**config.mk**
```make
export PLATFORM = sky130hd
export DESIGN_NAME = aes_job_sched
export DESIGN_NICKNAME = d
export VERILOG_FILES = /design/src/rtl/aes_job_sched.sv
export SDC_FILE = /design/constraint.sdc
export NUM_CORES = 1
export LEC_CHECK = 0
export BUFFER_PORTS_ARGS = -buffer_cell sky130_fd_sc_hd__buf_2
export CAP_MARGIN = 20
export CORE_MARGIN = 5
export CORE_UTILIZATION = 32
export DETAILED_ROUTE_END_ITERATION = 6
export PLACE_DENSITY = 0.44
export SETUP_SLACK_MARGIN = 0.15
export SLEW_MARGIN = 10
export SYNTH_ARGS = -nofsm -noshare
export SYNTH_HDL_FRONTEND = slang
export SYNTH_SLANG_ARGS = --single-unit
export TNS_END_PERCENT = 30
```
**constraint.sdc**
```tcl
create_clock -name clk -period 5.8 [get_ports clk]
set_clock_uncertainty 0.2 [all_clocks]
set_input_delay 0.58 -clock clk [delete_from_list [all_inputs] [get_ports clk]]
set_output_delay 0.58 -clock clk [all_outputs]
set_load 0.1 [all_outputs]
```
**src/rtl/aes_job_sched.sv**
```systemverilog
// aes_job_sched: shares one byte-serial AES-8 core between requesters A and B.
// A job is 16 {key,data} byte pairs. The pairs are buffered first and then
// replayed to the core on 16 back-to-back cycles, because the core cannot
// stall while loading. The 16 result bytes are forwarded tagged with the owner.
// Every output is a register, computed from the next-state decode.
module aes_job_sched #(
    parameter int TIMEOUT = 200
) (
    input  logic       clk,
    input  logic       rst,
    input  logic       a_vld,
    input  logic [7:0] a_key,
    input  logic [7:0] a_din,
    output logic       a_rdy,
    input  logic       b_vld,
    input  logic [7:0] b_key,
    input  logic [7:0] b_din,
    output logic       b_rdy,
    output logic       core_rst,
    output logic [7:0] core_key,
    output logic [7:0] core_din,
    input  logic [7:0] core_dout,
    input  logic       core_dvld,
    output logic [7:0] out_byte,
    output logic       out_vld,
    output logic       out_id,
    output logic       job_done,
    output logic       job_err
);

    localparam int TMO_W = $clog2(TIMEOUT + 1);
    localparam logic [TMO_W-1:0] TMO_LIMIT = TMO_W'(TIMEOUT);
    localparam logic [TMO_W-1:0] TMO_ZERO  = {TMO_W{1'b0}};
    localparam logic [TMO_W-1:0] TMO_ONE   = TMO_W'(1);

    localparam logic [2:0] ST_IDLE  = 3'd0;
    localparam logic [2:0] ST_FILL  = 3'd1;
    localparam logic [2:0] ST_CRST  = 3'd2;
    localparam logic [2:0] ST_FEED  = 3'd3;
    localparam logic [2:0] ST_WAIT  = 3'd4;
    localparam logic [2:0] ST_DRAIN = 3'd5;

    // Control state (grant: 0=A, 1=B; last_r holds the last-served requester)
    logic [2:0]       state_r, state_nxt_s;
    logic [3:0]       cnt_r, cnt_nxt_s;
    logic [TMO_W-1:0] tmo_r, tmo_nxt_s;
    logic             grant_r, grant_nxt_s;
    logic             last_r, last_nxt_s;
    logic             err_s;

    // Job buffer; its contents are only meaningful after a complete FILL
    logic [7:0] key_mem_r [16];
    logic [7:0] din_mem_r [16];

    // Registered outputs
    logic       a_rdy_r, b_rdy_r, core_rst_r;
    logic [7:0] core_key_r, core_din_r, out_byte_r;
    logic       out_vld_r, out_id_r, job_done_r, job_err_r;

    // Handshake and byte selection for the granted requester
    logic       hs_s;
    logic       fill_wr_s;
    logic [7:0] sel_key_s, sel_din_s;

    assign hs_s      = grant_r ? (b_vld & b_rdy_r) : (a_vld & a_rdy_r);
    assign fill_wr_s = (state_r == ST_FILL) & hs_s;
    assign sel_key_s = grant_r ? b_key : a_key;
    assign sel_din_s = grant_r ? b_din : a_din;

    // Next-state, counter, grant and last-served decode
    always_comb begin
        state_nxt_s = state_r;
        cnt_nxt_s   = cnt_r;
        tmo_nxt_s   = tmo_r;
        grant_nxt_s = grant_r;
        last_nxt_s  = last_r;
        err_s       = 1'b0;
        case (state_r)
            ST_IDLE: begin
                if (a_vld | b_vld) begin
                    state_nxt_s = ST_FILL;
                    cnt_nxt_s   = 4'd0;
                    if (a_vld & b_vld) begin
                        grant_nxt_s = ~last_r;
                    end else begin
                        grant_nxt_s = b_vld;
                    end
                end else begin
                    state_nxt_s = ST_IDLE;
                end
            end
            ST_FILL: begin
                if (hs_s) begin
                    cnt_nxt_s = cnt_r + 4'd1;
                    if (cnt_r == 4'd15) begin
                        state_nxt_s = ST_CRST;
                    end else begin
                        state_nxt_s = ST_FILL;
                    end
                end else begin
                    state_nxt_s = ST_FILL;
                end
            end
            ST_CRST: begin
                state_nxt_s = ST_FEED;
                cnt_nxt_s   = 4'd0;
            end
            ST_FEED: begin
                cnt_nxt_s = cnt_r + 4'd1;
                if (cnt_r == 4'd15) begin
                    state_nxt_s = ST_WAIT;
                    tmo_nxt_s   = TMO_ZERO;
                end else begin
                    state_nxt_s = ST_FEED;
                end
            end
            ST_WAIT: begin
                tmo_nxt_s = tmo_r + TMO_ONE;
                if (core_dvld) begin
                    state_nxt_s = ST_DRAIN;
                    cnt_nxt_s   = 4'd0;
                end else if (tmo_nxt_s == TMO_LIMIT) begin
                    state_nxt_s = ST_IDLE;
                    last_nxt_s  = grant_r;
                    err_s       = 1'b1;
                end else begin
                    state_nxt_s = ST_WAIT;
                end
            end
            ST_DRAIN: begin
                cnt_nxt_s = cnt_r + 4'd1;
                if (cnt_r == 4'd15) begin
                    state_nxt_s = ST_IDLE;
                    last_nxt_s  = grant_r;
                end else begin
                    state_nxt_s = ST_DRAIN;
                end
            end
            default: begin
                state_nxt_s = ST_IDLE;
                cnt_nxt_s   = 4'd0;
            end
        endcase
    end

    // Control registers; the last-served pointer resets to B so A wins first
    always_ff @(posedge clk) begin
        if (rst) begin
            state_r <= ST_IDLE;
            cnt_r   <= 4'd0;
            tmo_r   <= TMO_ZERO;
            grant_r <= 1'b0;
            last_r  <= 1'b1;
        end else begin
            state_r <= state_nxt_s;
            cnt_r   <= cnt_nxt_s;
            tmo_r   <= tmo_nxt_s;
            grant_r <= grant_nxt_s;
            last_r  <= last_nxt_s;
        end
    end

    // Job buffer write on each FILL handshake; no reset, stale data is never replayed
    always_ff @(posedge clk) begin
        if (fill_wr_s) begin
            key_mem_r[cnt_r] <= sel_key_s;
            din_mem_r[cnt_r] <= sel_din_s;
        end
    end

    // Output registers, decoded from the state being entered
    always_ff @(posedge clk) begin
        if (rst) begin
            a_rdy_r    <= 1'b0;
            b_rdy_r    <= 1'b0;
            core_rst_r <= 1'b1;
            core_key_r <= 8'h00;
            core_din_r <= 8'h00;
            out_byte_r <= 8'h00;
            out_vld_r  <= 1'b0;
            out_id_r   <= 1'b0;
            job_done_r <= 1'b0;
            job_err_r  <= 1'b0;
        end else begin
            a_rdy_r    <= (state_nxt_s == ST_FILL) & ~grant_nxt_s;
            b_rdy_r    <= (state_nxt_s == ST_FILL) & grant_nxt_s;
            core_rst_r <= (state_nxt_s == ST_IDLE) | (state_nxt_s == ST_FILL) |
                          (state_nxt_s == ST_CRST);
            core_key_r <= (state_nxt_s == ST_FEED) ? key_mem_r[cnt_nxt_s] : 8'h00;
            core_din_r <= (state_nxt_s == ST_FEED) ? din_mem_r[cnt_nxt_s] : 8'h00;
            out_byte_r <= (state_nxt_s == ST_DRAIN) ? core_dout : 8'h00;
            out_vld_r  <= (state_nxt_s == ST_DRAIN);
            out_id_r   <= ((state_nxt_s == ST_DRAIN) | err_s) ? grant_r : out_id_r;
            job_done_r <= (state_nxt_s == ST_DRAIN) & (cnt_nxt_s == 4'd15);
            job_err_r  <= err_s;
        end
    end

    assign a_rdy    = a_rdy_r;
    assign b_rdy    = b_rdy_r;
    assign core_rst = core_rst_r;
    assign core_key = core_key_r;
    assign core_din = core_din_r;
    assign out_byte = out_byte_r;
    assign out_vld  = out_vld_r;
    assign out_id   = out_id_r;
    assign job_done = job_done_r;
    assign job_err  = job_err_r;

endmodule

```
==> flow_summary_export.csv <==
group,metric,value,unit
outcome,status,"completed",
setup_path,cp_max_fo,30,
cts,cts.sinks,304,
synthesis,ys_ff_latch,304,
floorplan,start_util,0.3256,
setup_path,timing.rr.end,"core_din[1]",
placement,post-place-ws,2.024,ns
setup_path,end_kind,"register",
cts,clk_path_buf_depth,3,
sta,fmax,267.1,MHz
hold_path,holdPathEnd,"out_byte[0]",
drt,drc,0,
drt,drt_iter0_markers,512,
drt,wl,35360,um
global_routing,grt_max_degree,51,
global_routing,antenna_found_initial,0,
synthesis,synth_area_leader_cell,"edfxtp_1",
cts,post_cts_buffers,0,
cells_and_area,area_growth_syn_to_layout,17.51,%
drt,first_pass_iters,5,
drt,vias,8157,
sta,setup_viol,0,
drt,wl_per_cell,21.67,um
power_and_ir_drop,power.total,4.808,mW
synthesis,synthFlopType,"edfxtp_1",
placement,dp_hpwl,21010,um
global_routing,grt_pass1_wl,52450,um
cts,clock_latency,0.52,ns
cts,postCtsHoldBufs,0,
setup_path,cp.required,6.06,ns
floorplan,die_w,206.0,um
power_and_ir_drop,p_per_area,332.8,mW/mm2
drt,routed_via_density,4.998,
setup_path,startpoint_type,"register",
synthesis,synth_area,0.01229,mm2
drt,met2_length,16250,um
cts,cts_max_level,2,
sta,setup_ws,2.055,ns
cells_and_area,fin_cells,1632,
floorplan,std_cell_rows,71,
synthesis,synth-seq-area-share,0.7034,
run,cap_violations,0,
sta,tns,0,ns
synthesis,yosys_warnings,0,
cts,cts-root-buf,"clkbuf_16",
hold_path,min-delay-start,"core_dout[0]",
synthesis,syn-num-nets,1058,
sta,rsz0062_at_grt,"false",
setup_path,worstPathArrival,4.00,ns
sta,period_needed,3.745,ns
power_and_ir_drop,p_leak,5.129,nW
sta,worst_slew_pin_slew,1.144,ns
global_routing,grtUsageTotal,0.1660,
floorplan,design.portCount,76,
synthesis,synth_area_leaders,"edfxtp_1, nand2_1, dfxtp_1, nand3_1, nand4_1",
setup_path,path_class,"register to register",
setup_path,rrSetupSlack,2.06,ns
synthesis,synthArstFlopShare,0,
hold_path,holdPathStages,2,
setup_path,r2r-start,"cnt_r[0]",
global_routing,gr-total-overflow,0,
cts,cts_made_buffers,36,
global_routing,grt_pass1_vias,7950,
cells_and_area,nets,1145,
drt,top_layer_used,"met4",
sta,fin_crit_sh,0.6456,
cells_and_area,fillers,3675,
cells_and_area,drive_above_1_share,0.1722,
sta,hold_viol,0,
placement,port_buffers,75,
placement,gp_congestion,0.7649,
cts,cts-resized-gates,0,
sta,maxSlewViolCount,0,
synthesis,post_synth_num_cell_types,55,
drt,ant_nets,0,
setup_path,rr_worst_depth,10,
synthesis,synth-edff-count,256,
placement,dpl.cell_count,1565,
sta,relSlewSlack,0.2355,
floorplan,fp.dieArea,0.04244,mm2
floorplan,placeableCoreArea,0.03776,mm2
drt,wl_met3,1342,um
cts,cts_tree,"built",
hold_path,worstHoldPathType,"input port to register",
floorplan,die_h,206.0,um
cts,clk_pin_slew,0.06,ns
cells_and_area,antenna-diode-count,0,
synthesis,syn_inst,1007,
power_and_ir_drop,ir_drop,0.0001677,V
drt,wl_met1,16920,um
synthesis,synth_area_per_cell,12.21,um2
synthesis,synthDominantCellAreaShare,0.6253,
==> state kept, by name, summed over array words and instances (netlist names) <==
register and flops:
cnt_r 4, core_key 8, core_rst 1, core_din 8, out_byte 8, state_r 3
din_mem_r 128, tmo_r 8, a_rdy 1, job_err 1, b_rdy 1, job_done 1
out_id 1, grant_r 1, key_mem_r 128, out_vld 1, last_r 1
==> area by class of cell <==
| cell class | instances | area, um2 | share of cell area |
|---|---|---|---|
| Multi-Input combinational cell | 638 | 3317 | 0.2296 |
| Sequential cell | 304 | 8648 | 0.5986 |
| Clock inverter | 21 | 188.9 | 0.01308 |
| Inverter | 5 | 18.77 | 0.001299 |
| Clock buffer | 44 | 952.2 | 0.06590 |
| Tap cell | 511 | 639.4 | 0.04425 |
| Timing Repair Buffer | 109 | 683.2 | 0.04729 |
==> cell usage after synthesis, types with 2 or more instances <==
cell / number
nand2_1: 264
edfxtp_1: 256
nand3_1: 142
dfxtp_1: 48
nor2_1: 38
nand4_1: 35
buf_2: 28
and2_1: 23
a31oi_1: 17
mux2_2: 16
clkbuf_1: 14
buf_6: 13
nor3_1: 13
o21ai_0: 10
a21oi_1: 9
mux2i_1: 9
ha_1: 6
nor4_1: 6
inv_1: 5
and3_1: 4
nand2b_1: 4
buf_1: 3
nor2b_1: 3
a311oi_1: 2
buf_4: 2
nor3b_1: 2
nor4b_1: 2
o22a_1: 2
o31ai_1: 2
o32a_1: 2
or3_1: 2
or4_1: 2
==> placed cells by master, fill, tap and decap left out, types with 4 or more instances in the layout <==
master       n
clkinv_2     9
dfxtp_1     48
clkbuf_16   37
buf_2       75
nand4_1     35
nand2_1    264
nand2b_1     4
clkinv_1     5
o21ai_0     10
ha_1         6
mux2i_1      9
edfxtp_1   256
nand3_1    142
mux2_2      16
nor3_1      13
and2_1      21
inv_1        5
buf_4       29
clkbuf_1     7
nor2_1      38
a21oi_1      8
and3_1       4
a31oi_1     17
==> routing by layer <==
metal	global-route usage	up-vias
li1	-	3825
met1	0.2365	4110
met2	0.2661	171
met3	0.02573	51
met4	0.04396	0
met5	0	-
==> through the flow <==
stage | hold slack, ns | util | cell area (um2)
final | 0.05907 | 0.3827 | 14450
after global placement | 0.2719 | 0.3504 | 13230
after global routing | 0.04368 | 0.3827 | 14450
after floorplan | 0.2479 | - | 12290
after detailed placement | 0.2789 | 0.3517 | 13280
after CTS | 0.03011 | 0.3819 | 14420
==> critical path: stages, from the launching register on <==
cell	delay (ns)
dfxtp_1	0.49
inv_1	0.11
ha_1	0.32
mux2_4	0.27
or4_1	0.50
a41oi_4	0.76
buf_4	0.48
nand2_1	0.11
a31oi_1	0.18
nand4_1	0.15
nand3_1	0.10
==> power breakdown <==
group	switching [mW]	internal [mW]	total [mW]
Sequential	0.00545	2.39	2.39
Clock	0.885	1.31	2.19
Combinational	0.162	0.0614	0.223
==> worst max path at each step <==
stage / endpoint / slack, ns / cells after the start / startpoint
floorplan: din_mem_r[11][0] / 2.02 / 4 / b_rdy
global placement: core_din[0] / 2.10 / 9 / b_vld
detailed placement: core_din[1] / 2.02 / 10 / cnt_r[0]
CTS: core_din[1] / 2.00 / 10 / cnt_r[0]
global route: core_din[4] / 1.79 / 10 / cnt_r[0]
finish: core_din[1] / 2.06 / 10 / cnt_r[0]
==> kinds of logic (layout without fill, tap and decap cells) <==
| group | Yosys count | in the layout | synth area share |
|---|---|---|---|
| AND/OR/NAND/NOR | 546 | 546 | 0.2028 |
| AO/OA/AOI/OAI | 59 | 59 | 0.03247 |
| buffers and inverters | 65 | 179 | 0.03124 |
| flip-flops | 304 | 304 | 0.7034 |
| XOR/XNOR | 1 | 1 | 0.0007125 |
| adder cells (fa/ha/maj) | 6 | 6 | 0.006106 |
| multiplexers | 26 | 26 | 0.02320 |
No activity file was read; power rests on OpenSTA's default activity.
